--- src/rtl/axil_arbiter_2to1.sv ---
// Round-robin 2:1 AXI4-Lite arbiter; one downstream transaction in flight at a time.
// Payloads pass straight through, only valid/ready are steered by the FSM.
module axil_arbiter_2to1 #(
  parameter int DATA_WIDTH = 32,
  parameter int ADDR_WIDTH = 32,
  parameter int STRB_WIDTH = DATA_WIDTH/8
) (
  input  logic                  clk,
  input  logic                  rst,
  // master 0
  input  logic [ADDR_WIDTH-1:0] s0_axil_awaddr,
  input  logic [2:0]            s0_axil_awprot,
  input  logic                  s0_axil_awvalid,
  output logic                  s0_axil_awready,
  input  logic [DATA_WIDTH-1:0] s0_axil_wdata,
  input  logic [STRB_WIDTH-1:0] s0_axil_wstrb,
  input  logic                  s0_axil_wvalid,
  output logic                  s0_axil_wready,
  output logic [1:0]            s0_axil_bresp,
  output logic                  s0_axil_bvalid,
  input  logic                  s0_axil_bready,
  input  logic [ADDR_WIDTH-1:0] s0_axil_araddr,
  input  logic [2:0]            s0_axil_arprot,
  input  logic                  s0_axil_arvalid,
  output logic                  s0_axil_arready,
  output logic [DATA_WIDTH-1:0] s0_axil_rdata,
  output logic [1:0]            s0_axil_rresp,
  output logic                  s0_axil_rvalid,
  input  logic                  s0_axil_rready,
  // master 1
  input  logic [ADDR_WIDTH-1:0] s1_axil_awaddr,
  input  logic [2:0]            s1_axil_awprot,
  input  logic                  s1_axil_awvalid,
  output logic                  s1_axil_awready,
  input  logic [DATA_WIDTH-1:0] s1_axil_wdata,
  input  logic [STRB_WIDTH-1:0] s1_axil_wstrb,
  input  logic                  s1_axil_wvalid,
  output logic                  s1_axil_wready,
  output logic [1:0]            s1_axil_bresp,
  output logic                  s1_axil_bvalid,
  input  logic                  s1_axil_bready,
  input  logic [ADDR_WIDTH-1:0] s1_axil_araddr,
  input  logic [2:0]            s1_axil_arprot,
  input  logic                  s1_axil_arvalid,
  output logic                  s1_axil_arready,
  output logic [DATA_WIDTH-1:0] s1_axil_rdata,
  output logic [1:0]            s1_axil_rresp,
  output logic                  s1_axil_rvalid,
  input  logic                  s1_axil_rready,
  // downstream slave
  output logic [ADDR_WIDTH-1:0] m_axil_awaddr,
  output logic [2:0]            m_axil_awprot,
  output logic                  m_axil_awvalid,
  input  logic                  m_axil_awready,
  output logic [DATA_WIDTH-1:0] m_axil_wdata,
  output logic [STRB_WIDTH-1:0] m_axil_wstrb,
  output logic                  m_axil_wvalid,
  input  logic                  m_axil_wready,
  input  logic [1:0]            m_axil_bresp,
  input  logic                  m_axil_bvalid,
  output logic                  m_axil_bready,
  output logic [ADDR_WIDTH-1:0] m_axil_araddr,
  output logic [2:0]            m_axil_arprot,
  output logic                  m_axil_arvalid,
  input  logic                  m_axil_arready,
  input  logic [DATA_WIDTH-1:0] m_axil_rdata,
  input  logic [1:0]            m_axil_rresp,
  input  logic                  m_axil_rvalid,
  output logic                  m_axil_rready
);
  typedef enum logic [2:0] {IDLE, WR, WR_RESP, RD, RD_RESP} state_t;

  state_t state;
  logic   grant, last, is_write, aw_done, w_done;

  logic req0, req1, sel, sel_wr;
  logic g_awvalid, g_wvalid, g_bready, g_arvalid, g_rready;
  logic aw_hs, w_hs, b_hs, ar_hs, r_hs;
  logic up_awready, up_wready, up_bvalid, up_arready, up_rvalid;

  assign req0   = s0_axil_awvalid | s0_axil_arvalid;
  assign req1   = s1_axil_awvalid | s1_axil_arvalid;
  // both requesting: the master not served last wins
  assign sel    = (req0 & req1) ? ~last : req1;
  assign sel_wr = sel ? s1_axil_awvalid : s0_axil_awvalid;

  assign g_awvalid = grant ? s1_axil_awvalid : s0_axil_awvalid;
  assign g_wvalid  = grant ? s1_axil_wvalid  : s0_axil_wvalid;
  assign g_bready  = grant ? s1_axil_bready  : s0_axil_bready;
  assign g_arvalid = grant ? s1_axil_arvalid : s0_axil_arvalid;
  assign g_rready  = grant ? s1_axil_rready  : s0_axil_rready;

  assign m_axil_awvalid = (state == WR) & g_awvalid & ~aw_done;
  assign m_axil_wvalid  = (state == WR) & g_wvalid  & ~w_done;
  assign m_axil_bready  = (state == WR_RESP) & is_write & g_bready;
  assign m_axil_arvalid = (state == RD) & g_arvalid;
  assign m_axil_rready  = (state == RD_RESP) & ~is_write & g_rready;

  assign up_awready = (state == WR) & m_axil_awready & ~aw_done;
  assign up_wready  = (state == WR) & m_axil_wready  & ~w_done;
  assign up_bvalid  = (state == WR_RESP) & is_write & m_axil_bvalid;
  assign up_arready = (state == RD) & m_axil_arready;
  assign up_rvalid  = (state == RD_RESP) & ~is_write & m_axil_rvalid;

  assign aw_hs = m_axil_awvalid & m_axil_awready;
  assign w_hs  = m_axil_wvalid  & m_axil_wready;
  assign b_hs  = m_axil_bvalid  & m_axil_bready;
  assign ar_hs = m_axil_arvalid & m_axil_arready;
  assign r_hs  = m_axil_rvalid  & m_axil_rready;

  assign s0_axil_awready = up_awready & ~grant;
  assign s0_axil_wready  = up_wready  & ~grant;
  assign s0_axil_bvalid  = up_bvalid  & ~grant;
  assign s0_axil_arready = up_arready & ~grant;
  assign s0_axil_rvalid  = up_rvalid  & ~grant;
  assign s1_axil_awready = up_awready & grant;
  assign s1_axil_wready  = up_wready  & grant;
  assign s1_axil_bvalid  = up_bvalid  & grant;
  assign s1_axil_arready = up_arready & grant;
  assign s1_axil_rvalid  = up_rvalid  & grant;

  assign m_axil_awaddr = grant ? s1_axil_awaddr : s0_axil_awaddr;
  assign m_axil_awprot = grant ? s1_axil_awprot : s0_axil_awprot;
  assign m_axil_wdata  = grant ? s1_axil_wdata  : s0_axil_wdata;
  assign m_axil_wstrb  = grant ? s1_axil_wstrb  : s0_axil_wstrb;
  assign m_axil_araddr = grant ? s1_axil_araddr : s0_axil_araddr;
  assign m_axil_arprot = grant ? s1_axil_arprot : s0_axil_arprot;

  // responses are broadcast; only the valid is steered
  assign s0_axil_bresp = m_axil_bresp;
  assign s1_axil_bresp = m_axil_bresp;
  assign s0_axil_rdata = m_axil_rdata;
  assign s1_axil_rdata = m_axil_rdata;
  assign s0_axil_rresp = m_axil_rresp;
  assign s1_axil_rresp = m_axil_rresp;

  always_ff @(posedge clk or posedge rst) begin
    if (rst) begin
      state    <= IDLE;
      grant    <= 1'b0;
      last     <= 1'b1;
      is_write <= 1'b0;
      aw_done  <= 1'b0;
      w_done   <= 1'b0;
    end else begin
      case (state)
        IDLE: if (req0 | req1) begin
          grant <= sel;
          if (sel_wr) begin
            state    <= WR;
            is_write <= 1'b1;
            aw_done  <= 1'b0;
            w_done   <= 1'b0;
          end else begin
            state    <= RD;
            is_write <= 1'b0;
          end
        end
        WR: begin
          // AW and W may complete in either order or together
          if (aw_hs) aw_done <= 1'b1;
          if (w_hs)  w_done  <= 1'b1;
          if ((aw_done | aw_hs) & (w_done | w_hs)) state <= WR_RESP;
        end
        WR_RESP: if (b_hs) begin
          last  <= grant;
          state <= IDLE;
        end
        RD: if (ar_hs) state <= RD_RESP;
        RD_RESP: if (r_hs) begin
          last  <= grant;
          state <= IDLE;
        end
        default: state <= IDLE;
      endcase
    end
  end
endmodule

--- config.mk ---
export PLATFORM = sky130hd
export DESIGN_NAME = axil_arbiter_2to1
export DESIGN_NICKNAME = d
export VERILOG_FILES = /design/src/rtl/axil_arbiter_2to1.sv
export SDC_FILE = /design/constraint.sdc
export NUM_CORES = 1
export LEC_CHECK = 0
export CAP_MARGIN = 20
export CELL_PAD_IN_SITES_DETAIL_PLACEMENT = 0
export CELL_PAD_IN_SITES_GLOBAL_PLACEMENT = 1
export CORE_AREA = 4 4 174 176
export CTS_CLUSTER_DIAMETER = 30
export DETAILED_ROUTE_END_ITERATION = 8
export DIE_AREA = 0 0 178 180
export PLACE_DENSITY_LB_ADDON = 0.1
export SLEW_MARGIN = 10
export SYNTH_ARGS = -nofsm -noshare
export SYNTH_HDL_FRONTEND = slang
export SYNTH_SLANG_ARGS = --single-unit
--- constraint.sdc ---
create_clock -name clk -period 1.9 [get_ports clk]
set_clock_uncertainty 0.1 [all_clocks]
set_input_delay 0.38 -clock clk [delete_from_list [all_inputs] [get_ports clk]]
set_output_delay 0.38 -clock clk [all_outputs]
set_load 0.03 [all_outputs]
-- After elaboration in Yosys (flattened, before gate mapping)
Index checks and enable logic that the tools add are counted.
Widths: inputs -> output; s select.
- eq/ne operators: 12
- muxes and demuxes: 30
- bitwise operators: 43
- reductions and logical operators: 8
- operator list (cell ; number):
    $mux 32 ; 3
    $and 1x1->1 ; 33
    $mux 3 ; 7
    $pmux 3 s5 ; 1
    $mux 1 ; 14
    $ne 2x2->1 const B ; 7
    $reduce_and 4->1 ; 2
    $eq 3x2->1 const B ; 2
    $pmux 1 s2 ; 3
    $not 1->1 ; 5
    $or 1x1->1 ; 5
    $reduce_and 5->1 ; 1
    $mux 4 ; 1
    $reduce_bool 2->1 ; 2
    $eq 3x1->1 const B ; 1
    $eq 3x3->1 const B ; 1
    $logic_not 3->1 ; 1
    $reduce_and 3->1 ; 1
    $mux 2 ; 1
    $ne 2x1->1 const B ; 1
    $reduce_and 2->1 ; 1
- register bits after elaboration: 8
- bits of input ports: 265
- output and inout port bits: 193
- logic and storage cells: 99

-- Logic depth before layout (Yosys ltp)
- depth after elaboration: 8
- depth in mapped cells: 6
- mapped depth without buffers: 5

-- Worst setup path before layout
OpenSTA, ideal clock, no wires.
- path kind: register to output
- start point: reg state[1]
- end point: out m_axil_rready
- arrival time: 1.670 ns
- required time: 1.420 ns
- setup slack: -0.250 ns
- stages on the path, launching flop included: 4
- buffers on the path: 1
- cells stage by stage: dfrtp_1 > buf_6 > or3b_2 > nor3_1
- word-level cells in the longest chain between the ends: 3
- RTL lines (element ; RTL line ; source):
    from (decl) ; 73 ; state_t state;
    from (signal assigned) ; 139 ; state <= IDLE;
    from (signal assigned) ; 150 ; state <= WR;
    from (signal assigned) ; 155 ; state <= RD;
    $eq 3x3->1 ; 97 ; assign m_axil_rready = (state == RD_RESP) & ~is_write & g_rready;
    $and 1x1->1 (2 in series) ; 97 ;
    to (decl) ; 69 ; output logic m_axil_rready
No other way between the ends.

-- Worst setup path in the final report
- start point: reg grant
- end point: out m_axil_awaddr[6]
- word-level cells in the longest chain between the ends: 1
- RTL lines (element ; RTL line ; source):
    from (decl) ; 74 ; logic grant, last, is_write, aw_done, w_done;
    from (signal assigned) ; 148 ; grant <= sel;
    $mux 32 ; 122 ; assign m_axil_awaddr = grant ? s1_axil_awaddr : s0_axil_awaddr;
    to (decl) ; 51 ; output logic [ADDR_WIDTH-1:0] m_axil_awaddr,
No other way between the ends.

==> results by group <==
Outcome
  • Status: finished with violations
  • Violated checks: negative setup slack

Yosys
  • #FFs+latches synth: 8
  • XOR/XNOR share of the synthesized area: 0%
  • Syn avg cell area: just over 9 um^2
  • Netlist Area Pre-Place: 0.00253 mm^2
  • Post-synth ARST share: 100%
  • Synth warn: 0
  • Adder-Cell Fraction of Synth Area: 0%
  • Top_reg_cell synth: dfrtp_1
  • Compound-gate portion of the synthesized area: under 10%
  • Largest family of logic cells by synthesized area: multiplexers
  • Post-synthesis cell type count: 43
  • Multiplexer area fraction after synthesis: 50.0%
  • Post-synth net total: 543
  • Post-Synthesis Cells: 278
  • Sequential area share after synthesis: 7.96%
  • Post-Synth Simple-Gate Area: 12.6%
  • Post-synth EDFFs: 0

Hold path
  • HP Class: in2async

Power and ir drop
  • Tot Pwr: around 8.4 mW
  • Clk pwr share: under 10%
  • P_leak: between 2 and 3 nW
  • Internal Pwr Total: 4.52 mW
  • Sw Pwr: 3.90 mW
  • Power per cell area: 1220 mW/mm^2
  • Net switching fraction of the power: 46.3%
  • Sequential share of power: 4.6%
  • Maximum vdd ir drop: approximately 360 uV
  • Comb pwr share: 91.1%

Place
  • GPL Wtd Cong: 0.731
  • Placed insts: around 950
  • PortBufs: 349
  • Detailed placement HPWL: ~16000 um

Finish
  • Area Overhead vs Synth: 172%
  • Share of cells above drive strength 1: a little over half
  • # diodes: 0
  • Most frequent cells in the layout: clkdlybuf4s50_1, mux2_2, buf_6, buf_4, mux2_4
  • Final core utilization: 24.0%
  • Multi-input logic area: ~0.0019 mm^2
  • Reg area: 205 um^2
  • Final #Nets: 866
  • Filler Cell Count: slightly above 3000
  • Most common cell after layout, fill and taps aside: clkdlybuf4s50_1
  • Non-filler instance count after layout: slightly below 1000

Floorplanning
  • Cell Rows: 62
  • Die X: 178 um
  • # IOs: 458
  • Die area: 0.0320 mm^2
  • Initial core utilization: 8.84%
  • Die Span Y: 180 um
  • Core area: around 0.029 mm^2

STA
  • Worst slew pin tran: 0.369 ns
  • RSZ-0062 raised after global routing: yes
  • Final hold violations: 0
  • WHS: 0.331 ns
  • Slew Limit Fails: 0
  • Min Tclk post-route: 2.14 ns
  • Max frequency: 468 MHz
  • Final Setup Violations: 119
  • Final worst slack: -0.239 ns
  • Final Cycle Share: 113%
  • Slew Limit Headroom: around three quarters

Clock tree
  • TritonCTS clock tree: done
  • Clk Tree Root Cell: clkbuf_16
  • CTS Hold Bufs: 0
  • CTS Sinks: 8
  • Clock Tree Buf Depth: 2
  • Later-pin clock latency in the skew report: 0.23 ns
  • Total CTS buffers: 3
  • Clk pin slew, worst setup/hold paths: 0.04 ns
  • # H-tree levels: 1

Drt
  • Via Count: 3316
  • First-pass DRT Iterations: 4
  • DRC: 0
  • Final wirelength: 18900 um
  • Post-route ant nets: 0
  • Vias per inst: 3.37
  • Wire per inst: 19.2 um
  • Starting DRT DRC Count: 66

Global route
  • Initial antenna violation count: 0
  • Largest net degree at the start of global routing: 18
  • Total GRT Usage: 10.9%
  • Total gr overflow: 0
  • Vias in the first global route: approximately 3800
  • First-pass GRT wire length: 26300 um

Run
  • MaxCap Viol Count: 0

Worst setup path
  • Critical path's largest stage delay: 0.53 ns
  • Worst Path Arrival: 1.66 ns
  • WP buf/inv: 4
  • Crit-path slowest cell: dfrtp_4
  • Delay-heaviest family, CP: buffers and inverters
  • R2R depth: 8
  • CP Capture Type: output port
  • Crit path max fanout: 8
  • Crit path launch type: flop
  • Stages on worst setup path: 5
  • Worst Path Class, Setup: reg2out
  • Most common cell on crit path: buf_12
  • Critical Path, Cell by Cell: buf_12 -> buf_12 -> buf_16 -> mux2_2 -> buf_6
  • Data required time of the worst path: 1.42 ns
[stage by stage]
| step | setup TNS, ns | area, um^2 | setup WS, ns |
|---|---|---|---|
| after floorplan | -0.0392 | 2550 | -0.0392 |
| after global placement | -15.93 | 5940 | -0.506 |
| after detailed placement | -15.72 | 5940 | -0.507 |
| after CTS | -23.65 | 6600 | -0.272 |
| after global routing | -23.58 | 6880 | -0.273 |
| final | -18.87 | 6880 | -0.239 |
[metal layers]
metal  vias to the layer above  global-route usage [%]  wire length (um)
met5                         -                       0                 0
met4                         0                   0.897                57
met3                         9                    5.36              2200
met2                       221                    20.7             10200
met1                      1529                    11.2              6510
li1                       1557                       -                 -
[power by group through the flow]
| stage | clock [mW] | combinational (mW) | sequential [mW] |
|---|---|---|---|
| after global routing | 0.384 | 8.10 | 0.396 |
| final | 0.369 | 7.67 | 0.384 |
| after CTS | 0.374 | 7.23 | 0.383 |
| after floorplan | 0 | 3.85 | 0.316 |
| after global placement | 0 | 6.18 | 0.373 |
| after detailed placement | 0 | 6.14 | 0.373 |
[state kept, by name, summed over array words and instances, names as in the netlist]
signal    flops
state         3
last          1
is_write      1
grant         1
aw_done       1
w_done        1
[Yosys cell counts, drive strengths merged, types with 2 or more instances]
master	n	share of area, %
mux2	109	49
nor2b	2	0.49
or3b	2	0.79
buf	87	25
o21ai	3	0.74
a31oi	3	0.74
nand4	2	0.74
mux2i	3	1.2
nor3b	2	0.59
nand2b	2	0.49
clkbuf	2	0.30
nor3	7	1.6
nand2	14	2.1
dfrtp	7	6.9
a21oi	2	0.40
and3	5	1.3
and2	3	0.79
nor2	11	2.6
[layout make-up]
class                   count  share of cell area [%]
repair buffers            407                    61.3
multi-input cells         180                    27.6
inverters                   1                  0.0546
well taps                 384                    6.98
flip-flops and latches      8                    2.98
clock buffers               4                    1.15
[final timing paths]
check                                  startpoint              endpoint  slack (ns)
max in group asynchronous                     rst      last$_DFFE_PP1P_        1.06
worst min-delay path                          rst  state[0]$_DFFE_PP0P_        0.33
worst max-delay path            grant$_DFFE_PP0P_      m_axil_awaddr[6]       -0.24
worst max register to register  grant$_DFFE_PP0P_  state[1]$_DFFE_PP0P_       -0.17
worst min register to register   last$_DFFE_PP1P_      last$_DFFE_PP1P_        0.40
min in group clk                 last$_DFFE_PP1P_      last$_DFFE_PP1P_        0.40
[timing repair]
item	in CTS	in global routing
setup endpoints to repair	123	125
pin swaps	8	12
buffers inserted	12	14
cloned	4	1
hold endpoints to repair	0	0
gates resized for setup	218	116
[kinds of logic (layout without fill, tap and decap cells)]
family	Yosys count	after routing
and+or+nand+nor	54	54
buffers and inverters	90	412
DFF	8	8
muxes	112	112
AOI/OAI and AO/OA	14	14
No activity file was read; power rests on OpenSTA's default activity.
